### src/rtl/flow_pkg.sv
// rtl/flow_pkg.sv - shared constants and types for the LED flow control stage
package flow_pkg;

  localparam int LEVEL_W = 3;
  localparam logic [LEVEL_W-1:0] LEVEL_MAX = 3'd7;
  localparam int CNT_W = 32;

  localparam int unsigned BASE_PERIOD_DEF = 50_000_000;
  localparam int unsigned DEBOUNCE_DEF = 1_000_000;

  // Direction encoding understood by the downstream shifter
  localparam logic DIR_UP = 1'b0;
  localparam logic DIR_DOWN = 1'b1;

  typedef enum logic [1:0] {
    KEY_UP    = 2'd0,
    KEY_DOWN  = 2'd1,
    KEY_DIR   = 2'd2,
    KEY_PAUSE = 2'd3
  } key_idx_e;

  function automatic logic [CNT_W-1:0] period_of(input logic [CNT_W-1:0] base,
                                                 input logic [LEVEL_W-1:0] level);
    return base >> level;
  endfunction

endpackage

### src/rtl/key_debounce.sv
// rtl/key_debounce.sv - two-flop synchronizer, level debouncer and rising-edge press pulse
module key_debounce
  import flow_pkg::*;
#(
  parameter int unsigned DEBOUNCE_CYC = DEBOUNCE_DEF
) (
  input  logic clk,
  input  logic rst,
  input  logic key_raw,
  output logic key_stable,
  output logic press
);

  localparam int CW = $clog2(DEBOUNCE_CYC) + 1;

  logic          r_sync1;
  logic          r_sync2;
  logic          r_stable;
  logic          r_press;
  logic [CW-1:0] r_cnt;

  always_ff @(posedge clk) begin
    if (rst) begin
      r_sync1  <= 1'b0;
      r_sync2  <= 1'b0;
      r_stable <= 1'b0;
      r_press  <= 1'b0;
      r_cnt    <= '0;
    end else begin
      r_sync1 <= key_raw;
      r_sync2 <= r_sync1;
      r_press <= 1'b0;
      if (r_sync2 == r_stable) begin
        r_cnt <= '0;
      end else if (r_cnt == CW'(DEBOUNCE_CYC - 1)) begin
        // Accept the new level; only a 0->1 acceptance counts as a press
        r_stable <= r_sync2;
        r_press  <= r_sync2;
        r_cnt    <= '0;
      end else begin
        r_cnt <= r_cnt + 1'b1;
      end
    end
  end

  assign key_stable = r_stable;
  assign press      = r_press;

endmodule

### src/rtl/flow_step_ctrl.sv
// rtl/flow_step_ctrl.sv - key-driven speed/direction/run state and step strobe generator
module flow_step_ctrl
  import flow_pkg::*;
#(
  parameter int unsigned BASE_PERIOD_CYC = BASE_PERIOD_DEF,
  parameter int unsigned DEBOUNCE_CYC    = DEBOUNCE_DEF
) (
  input  logic               clk,
  input  logic               rst,
  input  logic               key_up,
  input  logic               key_down,
  input  logic               key_dir,
  input  logic               key_pause,
  output logic               step,
  output logic               dir,
  output logic               running,
  output logic [LEVEL_W-1:0] speed_level
);

  logic [3:0]         w_raw;
  logic [3:0]         w_stable;
  logic [3:0]         w_press;
  logic               w_up;
  logic               w_down;
  logic               w_lvl_inc;
  logic               w_lvl_dec;
  logic               w_lvl_chg;
  logic [CNT_W-1:0]   w_period;
  logic [CNT_W-1:0]   w_period_m1;

  logic               r_step;
  logic               r_dir;
  logic               r_running;
  logic [LEVEL_W-1:0] r_level;
  logic [CNT_W-1:0]   r_cnt;

  assign w_raw = {key_pause, key_dir, key_down, key_up};

  for (genvar g = 0; g < 4; g++) begin : g_key
    key_debounce #(
      .DEBOUNCE_CYC(DEBOUNCE_CYC)
    ) u_key (
      .clk       (clk),
      .rst       (rst),
      .key_raw   (w_raw[g]),
      .key_stable(w_stable[g]),
      .press     (w_press[g])
    );
  end

  // A press pulse always coincides with the accepted high level
  assign w_up   = w_press[KEY_UP] & w_stable[KEY_UP];
  assign w_down = w_press[KEY_DOWN] & w_stable[KEY_DOWN];

  always_comb begin
    w_lvl_inc = 1'b0;
    w_lvl_dec = 1'b0;
    if (w_up && !w_down && (r_level != LEVEL_MAX)) begin
      w_lvl_inc = 1'b1;
    end
    if (w_down && !w_up && (r_level != '0)) begin
      w_lvl_dec = 1'b1;
    end
    w_lvl_chg = w_lvl_inc | w_lvl_dec;
  end

  assign w_period    = period_of(CNT_W'(BASE_PERIOD_CYC), r_level);
  assign w_period_m1 = w_period - 1'b1;

  always_ff @(posedge clk) begin
    if (rst) begin
      r_step    <= 1'b0;
      r_dir     <= DIR_UP;
      r_running <= 1'b1;
      r_level   <= '0;
      r_cnt     <= '0;
    end else begin
      r_step <= 1'b0;
      if (w_lvl_inc) begin
        r_level <= r_level + 1'b1;
      end else if (w_lvl_dec) begin
        r_level <= r_level - 1'b1;
      end
      if (w_press[KEY_DIR]) begin
        r_dir <= ~r_dir;
      end
      if (w_press[KEY_PAUSE]) begin
        r_running <= ~r_running;
      end
      // A level change restarts the period so a stale count never overruns it
      if (w_lvl_chg) begin
        r_cnt <= '0;
      end else if (r_running) begin
        if (r_cnt == w_period_m1) begin
          r_step <= 1'b1;
          r_cnt  <= '0;
        end else if (r_cnt > w_period_m1) begin
          r_cnt <= '0;
        end else begin
          r_cnt <= r_cnt + 1'b1;
        end
      end
    end
  end

  assign step        = r_step;
  assign dir         = r_dir;
  assign running     = r_running;
  assign speed_level = r_level;

endmodule

### config.mk
export PLATFORM = sky130hd
export DESIGN_NAME = flow_step_ctrl
export DESIGN_NICKNAME = d
export VERILOG_FILES = /design/src/rtl/flow_pkg.sv /design/src/rtl/key_debounce.sv /design/src/rtl/flow_step_ctrl.sv
export SDC_FILE = /design/constraint.sdc
export NUM_CORES = 1
export LEC_CHECK = 0
export ABC_AREA = 1
export CORE_UTILIZATION = 60
export CTS_BUF_LIST = sky130_fd_sc_hd__clkbuf_16
export DETAILED_ROUTE_END_ITERATION = 12
export GPL_TIMING_DRIVEN = 0
export PLACE_DENSITY = 0.77
export SLEW_MARGIN = 20
export SYNTH_ARGS = -nofsm -noshare
export SYNTH_HDL_FRONTEND = slang
export SYNTH_SLANG_ARGS = --single-unit
### constraint.sdc
create_clock -name clk -period 4.2 [get_ports clk]
set_clock_uncertainty 0.2 [all_clocks]
set_input_delay 0.63 -clock clk [delete_from_list [all_inputs] [get_ports clk]]
set_output_delay 0.63 -clock clk [all_outputs]
set_load 0.02 [all_outputs]
==> impl_summary.md, run 1 <==
Run status
The run finished with clean final reports.

Logic synthesis
The Yosys step of the flow raised 0 warnings. The sequential cell area fraction in the yosys report is between 30% and 40%. The number of flip-flops and latches in the synthesized netlist is 138. The netlist area before placement is ~7700 sq um. The number of different library cells used by synthesis comes to 45. The post-synthesis cell count is 1123. Averaged over all synthesized cells, the footprint is 6.891 sq um.

Layout
The layout-stage area growth over the synthesis result is 11.82%. The total of fill cells in the finished design is 1142. The final antenna diode count is 0. In the layout the commonest cells are sky130_fd_sc_hd__nand2_1 (249), sky130_fd_sc_hd__nor2_1 (180), sky130_fd_sc_hd__dfxtp_1 (138). Cells fill between 60 and 70% of the core in the end. Leaving out fill and tap cells, the most frequent cell in the layout is sky130_fd_sc_hd__nand2_1. After the flow finishes, the layout carries non-filler instances totaling ~1300. In the final layout, the multi-input gates occupy 4360 sq um. The net count of the finished layout is 1202. Summing all flip-flop and latch instances after layout gives 2763 sq um. The share of final-layout standard cells stronger than drive strength 1 is 7.015%.

STA
Setup total negative slack on the finished layout was measured at 0 ns. Counting I/O delays and the setup requirement, the final critical path takes between 3 and 4 ns. Dividing the final minimum period by the clock period gives 82.55%. The number of max-slew violations in the final report is 0.

For the pin with the worst max-slew slack, the measured transition is 0.5424 ns. The worst slew margin relative to its limit is a little under two thirds. Timing would allow up to 288.4 MHz. Setup repair after global routing left no endpoint under its margin.

The worst hold slack is 0.2029 ns. The final count of hold timing violations is 0. Setup violations remaining at the end of the flow were counted as 0.

CTS
The H-tree depth reported by CTS is 4. After clock tree synthesis, the clock-pin slew on the worst setup and hold paths is 0.06 ns. The CTS buffer count is 17. The root buffer cell chosen for the clock tree is sky130_fd_sc_hd__clkbuf_16. The longest clock path from root to sink contains 2 buffers. At the later pin of the worst-skew pair, clock insertion delay measures 0.43 ns. The clock tree from TritonCTS is yes. The post-CTS repair timing setup buffer count is 0.

Post-CTS repair changed the size of 0 cells. The clock net in this run drives a total of 138 sinks. In this run, post-CTS hold repair placed 0 buffers.

Global routing
The total global routing track utilization is 27.69%. The maximum number of pins on one net before global-route repair is 17. The number of antenna violations at the first check in global routing came to 0. For this run the aggregate overflow at the end of global routing stands at 0. The via count of the first global-routing pass was 6401.

The first global-routing pass estimated 28950 microns of wire.

Power
The switching share of total power is 21.13%. The total power after layout is 0.002859 W. The sequential group share of total power is 46.3%. The leakage dissipation is 3.290 nW.

Per report_power, the combinational group accounts for approximately 1.7% of the total. The clock network fraction of total power is 52.0%. Dividing total power by cell area gives a power density of 330.4 nW/um^2.

Across the VDD grid, the largest voltage drop is about 0.00042 V. The internal power of the cells totals 0.002255 W. The net switching power is 0.0006041 W.

Die
The total I/O pin count is 12. The initial core utilization is between 60% and 70%. The floorplan step defined a core boundary enclosing 12620 sq um. The floorplan row count is 41. The die covers 13360 sq um. The x dimension of the die is 115.6 microns. The floorplan step set the die height to 115.6 microns.

Detailed routing
Dividing the detail-routed wire length by the instance count gives 12.71 microns. The routed via count is 7089. The count of TritonRoute iterations in the first routing pass is 5. The number of nets with antenna violations after routing is 0. In the routed design, unresolved DRC markers number 0. The DRC marker count from the first detailed-route iteration is 441. The post-detailed-route via-to-cell ratio is about 5.3. The routed wire length is 17040 microns.

Worst setup path
The largest delay contributor family on the critical path is simple AND/OR/NAND/NOR gates. The capturing element type of the critical path is a flip-flop. The longest individual stage delay on the worst path is 0.42 ns. The signal on the critical path passes through clkbuf_2 -> inv_1 -> nor2_1 -> inv_1 -> ha_1 -> a22oi_1 -> a21oi_1 -> ha_1 -> nand4_1 -> nor2_1 -> nand2_1 -> nor2_1 -> nor2_1 -> clkbuf_1 -> o21ai_0 -> nor2_1 -> nand2_1 -> a21oi_1. The critical path launch point type is a flip-flop.

Data arrives at the worst endpoint at around 3.6 ns. The cell repeated most along the worst path is sky130_fd_sc_hd__nor2_1. By startpoint and endpoint, the worst setup path is classified as flip-flop to flip-flop. Counting both buffers and inverters, the worst setup path holds a total of 4. The master of the slowest instance on the critical path is sky130_fd_sc_hd__dfxtp_1.

Along the worst path, the maximum fanout reaches 10. Data on the critical path is required at its endpoint by 4.36 ns.

Worst hold path
The worst min-delay path category is flip-flop to flip-flop.

Placed design
The port buffer count is 10. The final weighted congestion in routability-driven placement is 0.9581. After legalization and detailed placement, the total HPWL measured 12530 microns. The total instance count after detailed placement is 1310.

Run
The tool flagged a number of max-cap violations equal to 0.
-- kinds of logic (layout without fill, tap and decap cells) --
family / count (synthesis) / count (layout) / synth area share (%)
AO/OA/AOI/OAI: 125 / 125 / 8.586
XOR/XNOR: 47 / 47 / 5.319
adder cells (fa/ha/maj): 39 / 39 / 6.403
buffers and inverters: 155 / 196 / 8.197
flip-flops: 138 / 138 / 35.70
other: 1 / 6 / 0.04846
AND/OR/NAND/NOR: 618 / 618 / 35.75
-- synth_stat cells (all sizes together) --
master,n,area [sq um]
xnor2,15,131.4
nand3,51,265.3
o31ai,1,7.510
buf,14,103.8
or3,1,6.260
dfxtp,138,2763
inv,128,480.5
conb,1,3.750
or2,10,62.56
xor2,32,280.3
a21o,1,7.510
fa,1,20.02
nand3b,2,15.01
o21bai,1,7.510
a31oi,2,12.51
nor3,31,181.4
nand4,44,275.3
a41oi,1,8.760
nand2,257,984.7
a21oi,89,449.2
clkbuf,13,50.04
o21ai,22,110.1
nor2,192,760.7
a22oi,1,7.510
nor4,7,43.79
and3,8,50.05
ha,38,475.5
a211oi,1,7.510
nor3b,14,115.1
a31o,1,8.760
o21a,5,37.54
and2,1,6.260
-- worst paths after layout --
check,from,to,slack (ns),cells after the start
min reg2reg,g_key[3].u_key.r_sync1,g_key[3].u_key.r_sync2,0.20,2
max,speed_level[1],r_cnt[24],0.73,18
max reg2reg,speed_level[1],r_cnt[24],0.73,18
min,g_key[3].u_key.r_sync1,g_key[3].u_key.r_sync2,0.20,2
-- per-stage QoR --
| stage | cell area, sq um | worst slack, ns |
|---|---|---|
| 2_1_floorplan | 7757 | 1.276 |
| 3_3_place_gp | 8073 | 0.7926 |
| 3_5_place_dp | 8073 | 0.8122 |
| 4_1_cts | 8653 | 0.7426 |
| 5_1_grt | 8653 | 0.4426 |
| 6_report | 8653 | 0.7329 |
-- worst register-to-register path, stage by stage (launching register included) --
cell                       delay (ns)
sky130_fd_sc_hd__dfxtp_1         0.42
sky130_fd_sc_hd__clkbuf_2        0.23
sky130_fd_sc_hd__inv_1           0.10
sky130_fd_sc_hd__nor2_1          0.17
sky130_fd_sc_hd__inv_1           0.10
sky130_fd_sc_hd__ha_1            0.26
sky130_fd_sc_hd__a22oi_1         0.18
sky130_fd_sc_hd__a21oi_1         0.07
sky130_fd_sc_hd__ha_1            0.30
sky130_fd_sc_hd__nand4_1         0.12
sky130_fd_sc_hd__nor2_1          0.07
sky130_fd_sc_hd__nand2_1         0.07
sky130_fd_sc_hd__nor2_1          0.08
sky130_fd_sc_hd__nor2_1          0.23
sky130_fd_sc_hd__clkbuf_1        0.36
sky130_fd_sc_hd__o21ai_0         0.16
sky130_fd_sc_hd__nor2_1          0.11
sky130_fd_sc_hd__nand2_1         0.07
sky130_fd_sc_hd__a21oi_1         0.12
-- cell type report --
class	instances	area share [%]
flip-flops and latches	138	31.93
clock buffers	17	4.916
clock inverters	14	1.793
inverters	128	5.552
multi-input cells	835	50.39
repair buffers	10	1.157
well taps	172	2.487
plain buffers	27	1.778
-- layer usage --
metal / GRT usage (%) / part of all wire, %
met5: 0 / 0
met4: 10.39 / 2.3
met3: 6.328 / 5.4
met2: 45.91 / 46
met1: 35.10 / 46
-- sequential cells by signal, summed over array words and instances, names as in the netlist --
signal and count:
step 1, g_key.u_key.key_stable 4, running 1, g_key.u_key.press 4, g_key.u_key.r_sync2 4, g_key.u_key.r_cnt 84
r_cnt 32, g_key.u_key.r_sync1 4, speed_level 3, dir 1
-- power groups by stage --
stage	clock network (W)	logic [W]	registers (W)
floorplan	0	0.0000351	0.00135
global placement	0	0.0000485	0.00135
detailed placement	0	0.0000493	0.00135
CTS	0.00151	0.0000498	0.00132
global route	0.00156	0.0000558	0.00132
finish	0.00149	0.0000492	0.00132
No activity file was read; power rests on OpenSTA's default activity.
==> run 2, diff against run 1 <==
Settings changed: CORE_UTILIZATION 60 to 57.
Clock period 4.2 ns to 3.1 ns, I/O delays scaled along.
==> impl_summary.md, run 2 (synthesis results as in run 1) <==
CTS
The number of buffers on the longest clock path is 2. Clock-pin slew was measured on the worst setup and hold paths at 0.06 ns. TritonCTS built the clock tree. The quantity of hold-fixing buffers added after cts is 0. The clock net in this run drives a total of 138 sinks. The CTS buffer count is 17. CTS built an H-tree with a depth of 4. At the later pin of the worst-skew pair, clock insertion delay measures 0.43 ns. The clock tree root driver cell is sky130_fd_sc_hd__clkbuf_16.

Detailed routing
The per-cell routed wire length is 12.70 microns. The DRC marker count from the first detailed-route iteration is 432. The first detailed-routing pass ran for 7 iterations. The final layout contains routed wiring with a total length of approximately 17000 microns. The detail route stage leaves a number of antenna-violating nets equal to 0.

Using the TritonRoute via totals, the vias-per-cell ratio works out to 5.272. In the routed design, unresolved DRC markers number 0. The routed via count is ~7100.

Worst setup path
The top fanout value on the critical path is 10. The critical path launch point type is a flip-flop. The kind of cell with the highest combined delay along the critical path is simple AND/OR/NAND/NOR gates. The required time reported for the critical path endpoint is roughly 3.3 ns. The worst setup path is captured at a flip-flop. Data arrives at the worst endpoint at 3.01 ns. The register-to-register setup slack is 0.24 ns. The logic depth of the worst setup path including buffers is 14.

The depth of the most critical reg-to-reg path is 14. Together, buffers and inverters on the worst path number 3. The longest individual stage delay on the worst path is 0.44 ns. The critical setup path kind is flip-flop to flip-flop.

Among the stages of the critical path, the cell type that occurs most often is sky130_fd_sc_hd__nand2_1. The reg-to-reg startpoint is speed_level[0]. The master of the slowest instance on the critical path is sky130_fd_sc_hd__clkbuf_1. The capture point of the worst reg-to-reg path is r_cnt[19]. The critical path goes through buf_6 -> inv_1 -> nor2_2 -> nand2_1 -> ha_1 -> nand2_1 -> nor2_1 -> and2_1 -> nand2_1 -> nand3_1 -> nor2_1 -> clkbuf_1 -> nand4_1 -> a21oi_1.

STA
Of the available clock period, the critical path in the final layout requires 92.32%. The number of max-slew violations in the final report came to 0. For the pin with the worst max-slew slack, the measured transition is between 0.5 and 0.6 ns. The worst pin sits at a relative slew slack of 64.93%. The achievable frequency is approximately 350 MHz. The final count of hold timing violations is 0. Setup repair after global routing left no endpoint under its margin. The setup total negative slack is 0 ns. The final setup violation count is 0. The clock period could shrink to between 2 and 3 ns.

Worst hold path
The count of cells along the worst hold path is 2. The worst hold endpoint is g_key[1].u_key.r_sync2. The worst min-delay path category is flip-flop to flip-flop. The origin of the worst min-delay path is g_key[1].u_key.r_sync1.

Global routing
For met2 alone, demand over resource in global routing was 44.23%. The total global routing track utilization is 26.21%. After global routing the overflow that remains totals 0.

Global routing consumed, on the met3 layer, 5.550% of the routing resources. In the global route stage, met1 resource usage came out at 31.62%. The first global-routing pass estimated 29750 microns of wire. The maximum number of pins on one net before global-route repair is 17. In this run the most used layer during global routing was met2.

The via count of the first global-routing pass was 6806. The number of antenna violations at the first check in global routing is 0.

Layout
Measured on the finished design, the core utilization comes to roughly two thirds. The top cell types in the final layout, fill and taps aside, are sky130_fd_sc_hd__nand2_1 (247), sky130_fd_sc_hd__nor2_1 (175), sky130_fd_sc_hd__dfxtp_1 (135). The number of flip-flops in the largest register is 84. After the last flow step, the layout net total stands at 1203. In the final layout, the registers with the most flip-flops are g_key.u_key.r_cnt x84, r_cnt x32.

Counting flops per register, the top entry is g_key.u_key.r_cnt. Cells with a size suffix above 1 make up under 10% of the layout. The commonest non-fill, non-tap cell in the layout is sky130_fd_sc_hd__nand2_1.

0 antenna diodes ended up in the layout. The total of fill cells in the finished design is roughly 1200. Compared with the post-synthesis result, the final layout area differs by 14.03%. Summing all non-filler instances in the final layout gives an area of just under 9000 sq um.

Die
The total die area is 14050 sq um. Measured along the y axis, the die boundary spans between 100 and 150 microns. The floorplan row count is 42. The initial core utilization is 58.44%. The placeable core region is 13240 sq um. For this design the top-level I/O count stands at 12.

The die is 118.5 microns wide.

Placed design
The final weighted congestion in routability-driven placement is roughly 0.95. Summing all placed instances gives a cell area of 8078 sq um. Port buffering added 10 buffers. Detailed placement finished with a half-perimeter wire length of roughly 12000 microns.

Power
Summed over all cells, the static leakage comes to 3.379 nW. Overall power consumption after layout is estimated at 0.004119 W. For this design the ratio of total power to cell area is 466.8 nW/um^2. The peak supply drop is 0.0005266 V.

Run status
The flow ran to the end, and the final reports show no timing, DRC or antenna violations.

Run
The number of max-cap violations is 0.
run 2: worst max-delay path by stage:
stage	startpoint	end
finish	speed_level[0]	r_cnt[19]
global route	speed_level[2]	r_cnt[15]
floorplan	speed_level[2]	r_cnt[18]
detailed placement	speed_level[2]	r_cnt[18]
CTS	speed_level[2]	r_cnt[18]
global placement	speed_level[2]	r_cnt[24]
run 2: power by group:
group          total [W]  switching (W)  internal [W]
clock            0.00226       0.000769       0.00149
sequential       0.00179     0.00000765       0.00178
combinational  0.0000663      0.0000407     0.0000256
run 2: tightest hold or removal path: cells and delay by family (launching register included):
| family | cells | cell delay [ns] |
|---|---|---|
| buffers and inverters | 1 | 0.04 |
| DFF | 1 | 0.29 |
| and+or+nand+nor | 1 | 0.03 |
run 2: cell type report:
class	instances	area [sq um]	area share (%)
Buffer	26	177.7	2.013
Clock buffer	17	425.4	4.821
Clock inverter	15	229.0	2.595
Inverter	128	480.5	5.444
Multi-Input combinational cell	835	4405	49.92
Sequential cell	138	2771	31.41
Tap cell	176	220.2	2.495
Timing Repair Buffer	12	115.1	1.304
run 2: what timing repair did:
| action | in CTS | in global routing |
|---|---|---|
| resized for setup | 13 | 23 |
| pin swaps | 2 | 4 |
| setup endpoints to repair | 31 | 33 |
| buffers inserted | 1 | 1 |
run 2: metal layers:
layer,share of wire (%),routed length (microns)
met5,0,0
met3,4.6,786
met4,2.7,469
met2,48,8130
met1,45,7717
run 2: metrics by stage:
| stage | cells | hold slack, ns | worst slack [ns] |
|---|---|---|---|
| after floorplan | 1128 | 0.1883 | 0.1757 |
| after global placement | 1314 | 0.1906 | -0.2738 |
| after detailed placement | 1314 | 0.1935 | -0.2583 |
| after CTS | 1347 | 0.2019 | 0.01039 |
| after global routing | 1347 | 0.2338 | 0.0003524 |
| final | 1347 | 0.2012 | 0.2381 |
